$ cat src/rtl/sram_arbiter.sv
// sram_arbiter: shares one synchronous single-port SRAM between a fetch port and a data port.
// Latency: grant is combinational in IDLE; read data returns 1+WAIT_STATES cycles after grant.
// Backpressure: req/gnt handshake, requests are not buffered; the port is busy for WAIT_STATES cycles per access.
//
// Optional feature macro: SRAM_ARB_ROUND_ROBIN_EN -- alternate priority under contention
// (undefined: data always beats fetch).
// Ports: clk_i/rst_i (async, active-low); if_* fetch requester (read only);
//        d_* data requester (read/write, byte enables); mem_* SRAM side; busy_o = no grant possible.
module sram_arbiter #(
   parameter int unsigned WAIT_STATES = 0
) (
   input  logic        clk_i,
   input  logic        rst_i,
   input  logic        if_req_i,
   input  logic [31:0] if_addr_i,
   output logic        if_gnt_o,
   output logic        if_rvalid_o,
   output logic [31:0] if_rdata_o,
   input  logic        d_req_i,
   input  logic        d_we_i,
   input  logic [3:0]  d_sel_i,
   input  logic [31:0] d_addr_i,
   input  logic [31:0] d_wdata_i,
   output logic        d_gnt_o,
   output logic        d_rvalid_o,
   output logic [31:0] d_rdata_o,
   output logic        mem_ce_o,
   output logic [3:0]  mem_we_o,
   output logic [31:0] mem_addr_o,
   output logic [31:0] mem_wdata_o,
   input  logic [31:0] mem_rdata_i,
   output logic        busy_o
);

   localparam logic [2:0] WS = 3'(WAIT_STATES);

   typedef enum logic {IDLE, WAIT} state_t;

   state_t      state_q, state_d;
   logic [2:0]  cnt_q, cnt_d;
   logic        owner_q, owner_d;     // 1 = fetch owns the access in flight
   logic        read_q, read_d;
   logic [31:0] addr_q, addr_d;
   logic        rv_q, rv_d;           // read data returns this cycle
   logic        rv_own_q, rv_own_d;   // 1 = returning data belongs to fetch

   logic        data_first;
   logic        grant_data;
   logic        grant_fetch;
   logic        write_now;
   logic        in_wait;

`ifdef SRAM_ARB_ROUND_ROBIN_EN
   // Records the last winner: 1 = data won last, so fetch wins the next contention.
   // Reset value 0 therefore favours data.
   logic ptr_q;

   always_ff @(posedge clk_i or negedge rst_i) begin
      if (!rst_i) begin
         ptr_q <= 1'b0;
      end else if (grant_data || grant_fetch) begin
         ptr_q <= grant_data;
      end
   end

   assign data_first = ~ptr_q;
`else
   assign data_first = 1'b1;
`endif

   assign in_wait = (state_q == WAIT);

   // Gating with rst_i keeps every output low while reset is held, even with requests present.
   assign grant_data  = rst_i && (state_q == IDLE) && d_req_i && (!if_req_i || data_first);
   assign grant_fetch = rst_i && (state_q == IDLE) && if_req_i && !grant_data;
   assign write_now   = grant_data && d_we_i;

   assign if_gnt_o    = grant_fetch;
   assign d_gnt_o     = grant_data;
   assign busy_o      = in_wait;
   assign mem_ce_o    = grant_data || grant_fetch || in_wait;
   assign mem_we_o    = write_now ? d_sel_i : 4'b0000;
   assign mem_wdata_o = write_now ? d_wdata_i : 32'd0;
   assign mem_addr_o  = grant_data  ? d_addr_i  :
                        grant_fetch ? if_addr_i :
                        in_wait     ? addr_q    : 32'd0;

   assign if_rvalid_o = rv_q && rv_own_q;
   assign d_rvalid_o  = rv_q && !rv_own_q;
   assign if_rdata_o  = if_rvalid_o ? mem_rdata_i : 32'd0;
   assign d_rdata_o   = d_rvalid_o  ? mem_rdata_i : 32'd0;

   always_ff @(posedge clk_i or negedge rst_i) begin
      if (!rst_i) begin
         state_q  <= IDLE;
         cnt_q    <= 3'd0;
         owner_q  <= 1'b0;
         read_q   <= 1'b0;
         addr_q   <= 32'd0;
         rv_q     <= 1'b0;
         rv_own_q <= 1'b0;
      end else begin
         state_q  <= state_d;
         cnt_q    <= cnt_d;
         owner_q  <= owner_d;
         read_q   <= read_d;
         addr_q   <= addr_d;
         rv_q     <= rv_d;
         rv_own_q <= rv_own_d;
      end
   end

   always_comb begin
      state_d  = state_q;
      cnt_d    = cnt_q;
      owner_d  = owner_q;
      read_d   = read_q;
      addr_d   = addr_q;
      rv_d     = 1'b0;
      rv_own_d = rv_own_q;
      case (state_q)
         IDLE: begin
            if (grant_data || grant_fetch) begin
               owner_d = grant_fetch;
               read_d  = grant_fetch || !d_we_i;
               addr_d  = grant_fetch ? if_addr_i : d_addr_i;
               cnt_d   = WS;
               if (WS == 3'd0) begin
                  // Zero wait states: stay in IDLE, data comes back next cycle (pipelined).
                  rv_d     = read_d;
                  rv_own_d = grant_fetch;
               end else begin
                  state_d = WAIT;
               end
            end
         end
         WAIT: begin
            cnt_d = cnt_q - 3'd1;
            if (cnt_q == 3'd1) begin
               // Last extra cycle: SRAM output is valid on the next cycle, which is IDLE again.
               state_d  = IDLE;
               rv_d     = read_q;
               rv_own_d = owner_q;
            end
         end
         default: state_d = IDLE;
      endcase
   end

endmodule

$ cat config.mk
export PLATFORM = sky130hd
export DESIGN_NAME = sram_arbiter
export DESIGN_NICKNAME = d
export VERILOG_FILES = /design/src/rtl/sram_arbiter.sv
export SDC_FILE = /design/constraint.sdc
export NUM_CORES = 1
export LEC_CHECK = 0
export ABC_AREA = 1
export BUFFER_PORTS_ARGS = -buffer_cell sky130_fd_sc_hd__buf_4
export CAP_MARGIN = 20
export CORE_AREA = 2 2 107 109
export CTS_CLUSTER_DIAMETER = 30
export DETAILED_ROUTE_END_ITERATION = 16
export DIE_AREA = 0 0 109 111
export GPL_ROUTABILITY_DRIVEN = 1
export PLACE_DENSITY = 0.72
export SLEW_MARGIN = 20
export SYNTH_ARGS = -nofsm -noshare
export SYNTH_HDL_FRONTEND = slang
export SYNTH_SLANG_ARGS = --single-unit
$ cat constraint.sdc
create_clock -name clk_i -period 2.38 [get_ports clk_i]
set_clock_uncertainty 0.1 [all_clocks]
set_input_delay 0.476 -clock clk_i [delete_from_list [all_inputs] [get_ports clk_i]]
set_output_delay 0.476 -clock clk_i [all_outputs]
set_load 0.05 [all_outputs]
==> results of run 1 <==
what timing repair did:
action | 4_1_cts | 5_1_grt
resized for setup | 0 | 4
hold endpoints to repair | 0 | 0
endpoints found under the setup margin | 0 | 25
routing by layer:
layer	global-route usage, %	up-vias	share of wire (%)
met5	0	-	0
met2	35.3	175	51
met3	5.76	14	11
met4	4.96	0	1.7
met1	20.8	1691	37
li1	-	1936	-
area by class of cell:
class,instances,area share (%)
timing repair buffer,284,40.5
clock buffer,5,2.35
multi-input combinational,327,28.2
clock inverter,3,0.870
inverter,82,5.86
tap,143,3.36
sequential,40,18.8
stage by stage:
| step | util [%] | cells | hold slack (ps) |
|---|---|---|---|
| after detailed placement | 46.3 | 876 | 384 |
| after global placement | 46.3 | 876 | 379 |
| after global routing | 48.0 | 884 | 257 |
| after CTS | 47.9 | 884 | 241 |
| final | 48.0 | 884 | 219 |
| after floorplan | - | 471 | 80.4 |
power by group:
part	internal (mW)	switching, mW	total (mW)
Sequential	0.757	0.0389	0.796
Combinational	0.367	0.654	1.02
Clock	0.498	0.284	0.783
Total	1.62	0.977	2.60
worst max path at each step:
stage,startpoint,end,slack [ps],cells after the start
3_3_place_gp,d_req_i,mem_we_o[3],320,7
3_5_place_dp,d_req_i,mem_we_o[2],300,7
6_report,busy_o,mem_we_o[2],150,7
4_1_cts,busy_o,mem_addr_o[26],70,7
2_1_floorplan,rv_own_q,d_rdata_o[10],-110,4
5_1_grt,busy_o,mem_addr_o[18],0.07,7
cell usage after synthesis (all sizes together):
master / count
nand4: 1
dfrtp: 40
or2: 1
o21ai: 3
nand3: 71
buf: 13
nor2: 103
nand2: 144
a21oi: 1
inv: 81
clkinv: 1
xor2: 1
clkbuf: 9
ha: 2
critical path, delay by kind of cell (launching register included):
| kind | cells | cell delay, ps |
|---|---|---|
| flops | 1 | 410 |
| buf+inv | 4 | 660 |
| simple gates | 3 | 300 |
registers in the layout, indices dropped and copies added, names as in the netlist:
signal	cells
rv_own_q	1
owner_q	1
busy_o	1
addr_q	32
cnt_q	3
rv_q	1
read_q	1
cell families after synthesis:
group           after synthesis  share of synthesized area (%)
compound gates                4                          0.844
xor+xnor                      1                          0.311
fa+ha+maj                     2                          0.889
buf+inv                     104                           15.5
flops                        40                           35.6
simple gates                320                           46.9
==> metrics.txt, run 1 <==
Area Growth Syn to Fin 88.9%; Worst Setup Start Kind flop; detailed-placement wirelength estimate 9.76 mm; Residual DRC 0; hold crit path type in -> async; max cap viols 0; vias in the first global route 3671; R2R Setup Slk 630 ps; total power draw 2.60 mW; deepest clock path buffer count 2; Iter 0 DRT Violations 229; top-level I/O count 275; Leak 3.28 nW; syn_nets 610; CP most frequent cell buf_4; final wirelength 12.1 mm; pre-CTS WS 295 ps; Max Slew Vio Count 0; core area 0.0111 mm2; total CTS buffers 5; sequential cell area 0.00100 mm2; routed vias/inst 4.32; FF-to-FF End addr_q[12]; Setup TNS 0 ps; Synth Cell Area 0.00282 mm2; worst reg2reg path depth 6; clock network latency to the later pin of the worst-skew pair 280 ps; crit end category output port; final instance area 0.00532 mm2; Cell Chain, Critical Path inv_4 > nand3_2 > clkinv_2 > nand2_4 > buf_4 > nor2_1 > buf_4; commonest non-fill, non-tap cells in the layout 281 x buf_4, 143 x nand2_1, 80 x inv_1, 71 x nor2_1, 60 x nand3_1; Synth area leader dfrtp_1; register area share after synthesis 35.6%; FF+latch count, synth 40; slew of the pin with the lowest slew margin 531 ps; Routability Congestion 0.786; Routed wire per std cell 13.7 um; share of cells above drive strength 1 45.9%; fmax 448 MHz; Sink Count 40; critical path class reg -> out; DIE AREA 0.0121 mm2; Synth area leaders dfrtp_1 36%, nand2_1 19%, nor2_1 14%; Chip Height 111 um; Setup Fix Bufs, Post-CTS 0; Mean Syn Cell Area 5.98 um2; outcome finished clean; RSZ-0062 raised after global routing no; Max stage delay cell, worst path dfrtp_1; H-tree depth 2; Pwr Density 489 mW/mm2; Clock Pin Slew Worst Setup and Hold Paths 60 ps; post-layout min period 2230 ps; Largest stage delay, worst path 410 ps; Period Utilization, post-route 93.7%; port bufs 274; Setup WS post-layout 149 ps; diode count 0; chip width 109 um; Initial Util 25.4%; Vias 3816; CP Max Fanout 23; maximum vdd drop 0.431 mV; multi-input logic area 0.00150 mm2; setup violators final 0; post-synth top area share 35.6%; Critical R2R Launch busy_o; Syn. warnings 0; Synth Instances 471; Rel. slew slack 64.6%; Clock Tree Root clkbuf_16; grt ovf 0; Core Rows 39; Netlist cell types 21; placed cell areas 0.00513 mm2; total global-route track usage 19.1%; commonest non-fill, non-tap cell in the layout buf_4; initial antenna violation count 0; Final Hold Fails 0; CTS tree yes; Fillers 1159; Req. time, crit path 1800 ps; first-pass GRT wire length 18.3 mm; hold_buf cts 0; largest net degree at the start of global routing 42; First-pass DRT Iterations 4; Routed Antenna Nets 0; arrival time of the worst setup path 1650 ps; nets 879
No activity file was read; power rests on OpenSTA's default activity.
==> inputs of run 2 (changes only) <==
--- a/config.mk
+++ b/config.mk
@@ -8,12 +8,12 @@
 export ABC_AREA = 1
 export BUFFER_PORTS_ARGS = -buffer_cell sky130_fd_sc_hd__buf_4
 export CAP_MARGIN = 20
-export CORE_AREA = 2 2 107 109
+export CORE_AREA = 2 2 108 110
 export CTS_CLUSTER_DIAMETER = 30
 export DETAILED_ROUTE_END_ITERATION = 16
-export DIE_AREA = 0 0 109 111
+export DIE_AREA = 0 0 110 112
 export GPL_ROUTABILITY_DRIVEN = 1
-export PLACE_DENSITY = 0.72
+export PLACE_DENSITY = 0.71
 export SLEW_MARGIN = 20
 export SYNTH_ARGS = -nofsm -noshare
 export SYNTH_HDL_FRONTEND = slang
==> constraint.sdc (replaced) <==
create_clock -name clk_i -period 2.5 [get_ports clk_i]
set_clock_uncertainty 0.1 [all_clocks]
set_input_delay 0.5 -clock clk_i [delete_from_list [all_inputs] [get_ports clk_i]]
set_output_delay 0.5 -clock clk_i [all_outputs]
set_load 0.05 [all_outputs]
==> run 2 against run 1 <==
Clock power fell by 3.8%. Non-clock buffer count shrank 3. Core utilization down 1.8 points. Highest routed layer unchanged. Power is 5.0% lower. Sequential cell count stayed put. Via count is 0.21% higher.
==> metrics.txt, run 2 (synthesis gave the netlist of run 1 again) <==
outcome finished clean (unchanged); Logic pwr share 38.7% (was 39.3%); share of cells above drive strength 1 40.4% (was 45.9%); Chip Height 112 um (was 111 um); routed vias/inst 4.34 (was 4.32); Fillers 1181 (was 1159); Flop pwr share 30.8% (was 30.6%); largest net degree at the start of global routing 42 (unchanged); chip width 110 um (was 109 um); total global-route track usage 19.7% (was 19.1%); Rel. slew slack 58.0% (was 64.6%); Period Utilization, post-route 94.8%; final wirelength 12.7 mm (was 12.1 mm); initial antenna violation count 0 (unchanged); Clock Pin Slew Worst Setup and Hold Paths 60 ps (about the same); top-level I/O count 275 (unchanged); vias in the first global route 3467 (was 3671); crit end category output port (unchanged); final core occ 46.2% (was 48.0%); slew of the pin with the lowest slew margin 630 ps (was 531 ps); Clock Tree Root clkbuf_16 (unchanged); maximum vdd drop 0.343 mV (was 0.431 mV); Leak 3.22 nW (was 3.28 nW); Initial Util 25.2% (was 25.4%); First-pass DRT Iterations 4 (unchanged); first-pass GRT wire length 18.6 mm (was 18.3 mm); Final Hold Fails 0 (unchanged); commonest non-fill, non-tap cell in the layout buf_4 (unchanged); Area Growth Syn to Fin 83.5% (was 88.9%); grt ovf 0 (unchanged); Routed wire per std cell 14.4 um (was 13.7 um); Worst Setup Start Kind flop (unchanged); Setup TNS 0 ps (unchanged); setup violators final 0 (unchanged); largest registers addr_q: 32 flops, cnt_q: 3 flops (unchanged); diode count 0 (unchanged); deepest clock path buffer count 2 (unchanged); final instance area 0.00517 mm2 (was 0.00532 mm2); nets 876 (was 879); Setup Fix Bufs, Post-CTS 0 (unchanged); NetSw 0.932 mW (was 0.977 mW); placed cell areas 0.00499 mm2 (was 0.00513 mm2); CTS tree yes (unchanged); port bufs 274 (unchanged); final hold slack 243 ps (was 219 ps); max cap viols 0 (unchanged); commonest non-fill, non-tap cells in the layout 279 x buf_4, 143 x nand2_1, 101 x nor2_1, 80 x inv_1, 69 x nand3_1 (was 281 x buf_4, 143 x nand2_1, 80 x inv_1, 71 x nor2_1, 60 x nand3_1); Vias 3824 (was 3816); RSZ-0062 raised after global routing no (unchanged); Routability Congestion 0.807 (was 0.786); Net Sw Frac 37.8% (was 37.6%); Iter 0 DRT Violations 169 (was 229); Routed Antenna Nets 0 (unchanged); core area 0.0112 mm2 (was 0.0111 mm2); Pwr Density 478 mW/mm2 (was 489 mW/mm2); P_int 1.54 mW (was 1.62 mW); arrival time of the worst setup path 1770 ps (was 1650 ps); total CTS buffers 5 (unchanged); hold crit path type in -> async (unchanged); H-tree depth 2 (unchanged); Residual DRC 0 (unchanged); clock network latency to the later pin of the worst-skew pair 280 ps (about the same); Biggest register addr_q (unchanged); critical path class reg -> out (unchanged); Max Slew Vio Count 0 (unchanged); CP Max Fanout 37 (was 23); Sink Count 40 (unchanged); DIE AREA 0.0123 mm2 (was 0.0121 mm2); fmax 422 MHz; Req. time, crit path 1900 ps (was 1800 ps); Clock power frac 30.5% (was 30.1%); # resized after CTS 0 (unchanged); hold_buf cts 0 (unchanged); post-layout min period 2370 ps; Largest register FFs 32 (unchanged); total power draw 2.47 mW (was 2.60 mW); Core Rows 39 (unchanged); detailed-placement wirelength estimate 10.2 mm (was 9.76 mm)
## run 2: cell types whose count changed in the layout (fill, tap and decap cells not counted)
cell     before  now
nor2_1       71  101
nor2_2       31    1
nand3_1      60   69
nand3_2      11    2
buf_4       281  279
buf_8         1    0
inv_2         0    1
inv_4         1    0
## run 2: worst max-delay path: stages, from the launching register on
cell and delay (ps):
dfrtp_1 390, inv_2 150, nand3_2 130, clkinv_2 130, nand2_4 220, nor2_1 220
buf_4 230
## run 2: area by class of cell
class	count	area, um2	area share [%]
well taps	143	179	3.46
clock inverters	3	46.3	0.896
repair buffers	281	2130	41.1
multi-input cells	327	1380	26.7
flip-flops and latches	40	1000	19.4
inverters	82	309	5.98
clock buffers	5	125	2.42
## run 2: final timing paths
kind / slack [ps] / depth (start not counted) / startpoint / to
setup / recovery: 130 / 6 / busy_o / mem_wdata_o[31]
hold / removal: 240 / 2 / rst_i / addr_q[13]
setup reg to reg: 800 / 6 / busy_o / addr_q[17]
hold reg to reg: 400 / 2 / addr_q[8] / addr_q[8]
max in group asynchronous: 1690 / 2 / rst_i / addr_q[30]
min in group clk_i: 340 / 3 / if_addr_i[26] / addr_q[26]
## run 2: metrics by stage
stage          instances  setup WS [ps]
6_report             881            130
3_5_place_dp         873            262
3_3_place_gp         873            287
4_1_cts              881           60.4
2_1_floorplan        471          -11.1
5_1_grt              881           3.59
## run 2: layer usage
metal  wire, um  vias to the layer above  global-route usage (%)
li1           -                     1926                       -
met1       4530                     1708                    21.7
met2       6430                      180                    35.9
met3       1540                       10                    7.03
met4        160                        0                    3.71
met5          0                        -                       0
## run 2: power by group through the flow
stage	Clock, mW	Combinational [mW]	Sequential (mW)
after global routing	0.797	1.02	0.770
after floorplan	0	0.570	0.761
after global placement	0	0.959	0.767
after detailed placement	0	0.963	0.769
final	0.753	0.955	0.760
after CTS	0.771	0.964	0.760
==> inputs of run 3 (changes only) <==
==> config.mk (replaced) <==
export PLATFORM = sky130hd
export DESIGN_NAME = sram_arbiter
export DESIGN_NICKNAME = d
export VERILOG_FILES = /design/src/rtl/sram_arbiter.sv
export SDC_FILE = /design/constraint.sdc
export NUM_CORES = 1
export LEC_CHECK = 0
export CAP_MARGIN = 20
export CORE_AREA = 2 2 105 107
export CTS_CLUSTER_DIAMETER = 30
export DETAILED_ROUTE_END_ITERATION = 16
export DIE_AREA = 0 0 107 109
export DONT_BUFFER_PORTS = 1
export GPL_ROUTABILITY_DRIVEN = 1
export PLACE_DENSITY = 0.52
export SLEW_MARGIN = 20
export SYNTH_ARGS = -nofsm -noshare
export SYNTH_HDL_FRONTEND = slang
export SYNTH_SLANG_ARGS = --single-unit
==> run 3 against run 2 <==
Worst hold slack got worse by 8.7 ps. Core utilization down 1.7 points. Synthesized cell count is 22% lower. Fmax down 1.5%. Via count is 23% lower. Die area down 5.3%. Critical path depth shrank 1. Setup slack worse by 37 ps. Sequential cell count is the same. Area after synthesis up 2.0%. Highest routed layer is now met5.
==> metrics.txt, run 3 <==
outcome finished clean (unchanged); Iter 0 DRT Violations 179 (was 169); RSZ-0062 raised after global routing yes (was no); final core occ 44.6% (was 46.2%); max cap viols 0 (unchanged); first-pass GRT wire length 15.9 mm (was 18.6 mm); Req. time, crit path 1900 ps (about the same); total CTS buffers 5 (unchanged); WHS Path Cells 2; Routability Congestion 0.783 (was 0.807); Largest register FFs 32 (unchanged); top-level I/O count 275 (unchanged); total power draw 2.04 mW (was 2.47 mW); CTS tree yes (unchanged); nets 573 (was 876); chip width 107 um (was 110 um); core area 0.0106 mm2 (was 0.0112 mm2); Clock Pin Slew Worst Setup and Hold Paths 80 ps (was 60 ps); commonest non-fill, non-tap cell in the layout buf_12 (was buf_4); detailed-placement wirelength estimate 9.03 mm (was 10.2 mm); Cell Chain, Critical Path buf_6 > and3b_1 > buf_4 > a22oi_1 > nand2_2 (was inv_2 > nand3_2 > clkinv_2 > nand2_4 > nor2_1 > buf_4); hold endpoint addr_q[0]; Vias 2950 (was 3824); Area Growth Syn to Fin 64.6% (was 83.5%); Max stage delay cell, worst path dfrtp_2 (was dfrtp_1); Final Hold Fails 0 (unchanged); DIE AREA 0.0117 mm2 (was 0.0123 mm2); EDFF count, synth 0 (unchanged); Largest stage delay, worst path 410 ps (was 390 ps); Fillers 989 (was 1181); Critical R2R Launch busy_o (unchanged); commonest non-fill, non-tap cells in the layout 76 x buf_12, 68 x and2_1, 56 x nand2_1, 39 x dfrtp_1 (was 279 x buf_4, 143 x nand2_1, 101 x nor2_1, 80 x inv_1, 69 x nand3_1); initial antenna violation count 3 (was 0); final wirelength 11.6 mm (was 12.7 mm); routed vias/inst 5.13 (was 4.34); slew of the pin with the lowest slew margin 526 ps (was 630 ps); Sink Count 40 (unchanged); Pwr Density 432 mW/mm2 (was 478 mW/mm2); Mean Syn Cell Area 7.80 um2 (was 5.98 um2); H-tree depth 2 (unchanged); FFs w/ async S/R, synth 100% (unchanged); Synth Instances 368 (was 471); Chip Height 109 um (was 112 um); grt ovf 0 (unchanged); FF+latch count, synth 40 (unchanged); critical path class reg -> out (unchanged); post-layout min period 2410 ps (was 2370 ps); Syn. warnings 0 (unchanged); Leak 2.35 nW (was 3.22 nW); Core Rows 38 (was 39); Residual DRC 0 (unchanged); share of cells above drive strength 1 28.6% (was 40.4%); placed cell areas 0.00453 mm2 (was 0.00499 mm2); largest registers addr_q: 32 flops, cnt_q: 3 flops (unchanged); Period Utilization, post-route 96.2% (was 94.8%); Synth Cell Area 0.00287 mm2 (was 0.00282 mm2); count leader, synth and2_1 (was nand2_1); Synth Flop Type dfrtp_1 (unchanged); syn_nets 507 (was 610); crit end category output port (unchanged); Worst setup startpoint busy_o (unchanged); Netlist cell types 26 (was 21); clock network latency to the later pin of the worst-skew pair 290 ps (was 280 ps); FF-to-FF End cnt_q[0] (was addr_q[17]); Hold Startpoint if_addr_i[0]; Synth area leaders dfrtp_1 35%, and2_1 15%, a21o_1 9.4% (was dfrtp_1 36%, nand2_1 19%, nor2_1 14%); Max Slew Vio Count 0 (unchanged); R2R Setup Slk 910 ps (was 800 ps); setup violators final 0 (unchanged); post-synth top area share 34.9% (was 35.6%); vias in the first global route 2761 (was 3467); maximum vdd drop 0.336 mV (was 0.343 mV); Clock Tree Root clkbuf_8 (was clkbuf_16); largest net degree at the start of global routing 42 (unchanged); register area share after synthesis 34.9% (was 35.6%); final instance area 0.00472 mm2 (was 0.00517 mm2); arrival time of the worst setup path 1810 ps (was 1770 ps); Worst Setup Start Kind flop (unchanged); CP Max Fanout 17 (was 37); fmax 416 MHz (was 422 MHz); Rel. slew slack 65.1% (was 58.0%); deepest clock path buffer count 2 (unchanged); Setup TNS 0 ps (unchanged); port bufs 0 (was 274); Synth area leader dfrtp_1 (unchanged); worst reg2reg path depth 4 (was 6); Routed wire per std cell 20.1 um (was 14.4 um); Routed Antenna Nets 0 (unchanged); total global-route track usage 18.2% (was 19.7%); First-pass DRT Iterations 4 (unchanged); Initial Util 27.1% (was 25.2%); hold crit path type in -> reg (was in -> async); Biggest register addr_q (unchanged); top post-synthesis cells by count 69 x and2_1, 65 x nand2_1, 40 x dfrtp_1 (was 143 x nand2_1, 102 x nor2_1, 80 x inv_1)
-- run 3: cell count changes in the layout (fill, tap and decap cells not counted), moves of 32 or more --
cell | previous run | this run
a21o_1 | 0 | 32
nand2_1 | 143 | 56
inv_1 | 80 | 5
buf_12 | 1 | 76
nor2_1 | 101 | 4
buf_4 | 279 | 13
and3_1 | 0 | 32
nand3_1 | 69 | 0
and2_1 | 0 | 68
-- run 3: layout make-up --
type	count	area (um2)	share of cell area (%)
Multi-Input combinational cell	290	1790	37.9
Timing Repair Buffer	92	1650	35.0
Sequential cell	40	1000	21.2
Tap cell	140	175	3.71
Clock buffer	5	68.8	1.46
Inverter	5	18.8	0.397
Clock inverter	2	12.5	0.265
Antenna cell	1	2.50	0.0530
-- run 3: power breakdown --
part	total (mW)	internal, mW	switching [mW]	leakage [nW]
sequential	0.756	0.718	0.0374	0.497
clock	0.420	0.189	0.231	0.0400
combinational	0.865	0.304	0.561	1.81
-- run 3: cell families after synthesis --
group           share of synthesized area [%]
flops                                    34.9
simple gates                             37.7
buf+inv                                  5.54
fa+ha+maj                               0.872
xor+xnor                                0.305
mux                                     0.349
compound gates                           20.4
-- run 3: per-layer routing --
layer  track usage, %  routed length (um)  vias up
met2             32.6                5780      167
met1             19.8                4340     1400
met5                0                  21        -
li1                 -                   -     1367
met3             8.73                1340       12
met4             3.53                  91        4
-- run 3: worst max path at each step --
| stage | to | slack [ps] | depth (start not counted) |
|---|---|---|---|
| after global placement | mem_addr_o[14] | 230 | 3 |
| after CTS | mem_wdata_o[30] | 2 | 5 |
| after detailed placement | mem_addr_o[21] | 170 | 3 |
| after floorplan | mem_addr_o[11] | 10 | 5 |
| final | mem_addr_o[15] | 90 | 5 |
| after global routing | mem_addr_o[23] | -10 | 5 |
-- run 3: worst max-delay path, delay by kind of cell, from the launching register on --
family / cells / cell delay (ps)
buffers and inverters: 2 / 370
and+or+nand+nor: 2 / 440
DFF: 1 / 410
AOI/OAI and AO/OA: 1 / 290
-- run 3: what timing repair did --
item | 4_1_cts | 5_1_grt
hold endpoints to repair | 40 | 0
setup buffers | 0 | 2
setup endpoints to repair | 95 | 59
resized for setup | 7 | 11
pin swaps | 1 | 3
hold buffers | 2 | 0
-- run 3: through the flow --
stage	std cells	hold slack, ps	setup WS, ps
global placement	563	105	228
finish	575	235	93.8
floorplan	368	104	14.1
CTS	572	236	1.63
detailed placement	563	106	172
global route	574	230	-12.9
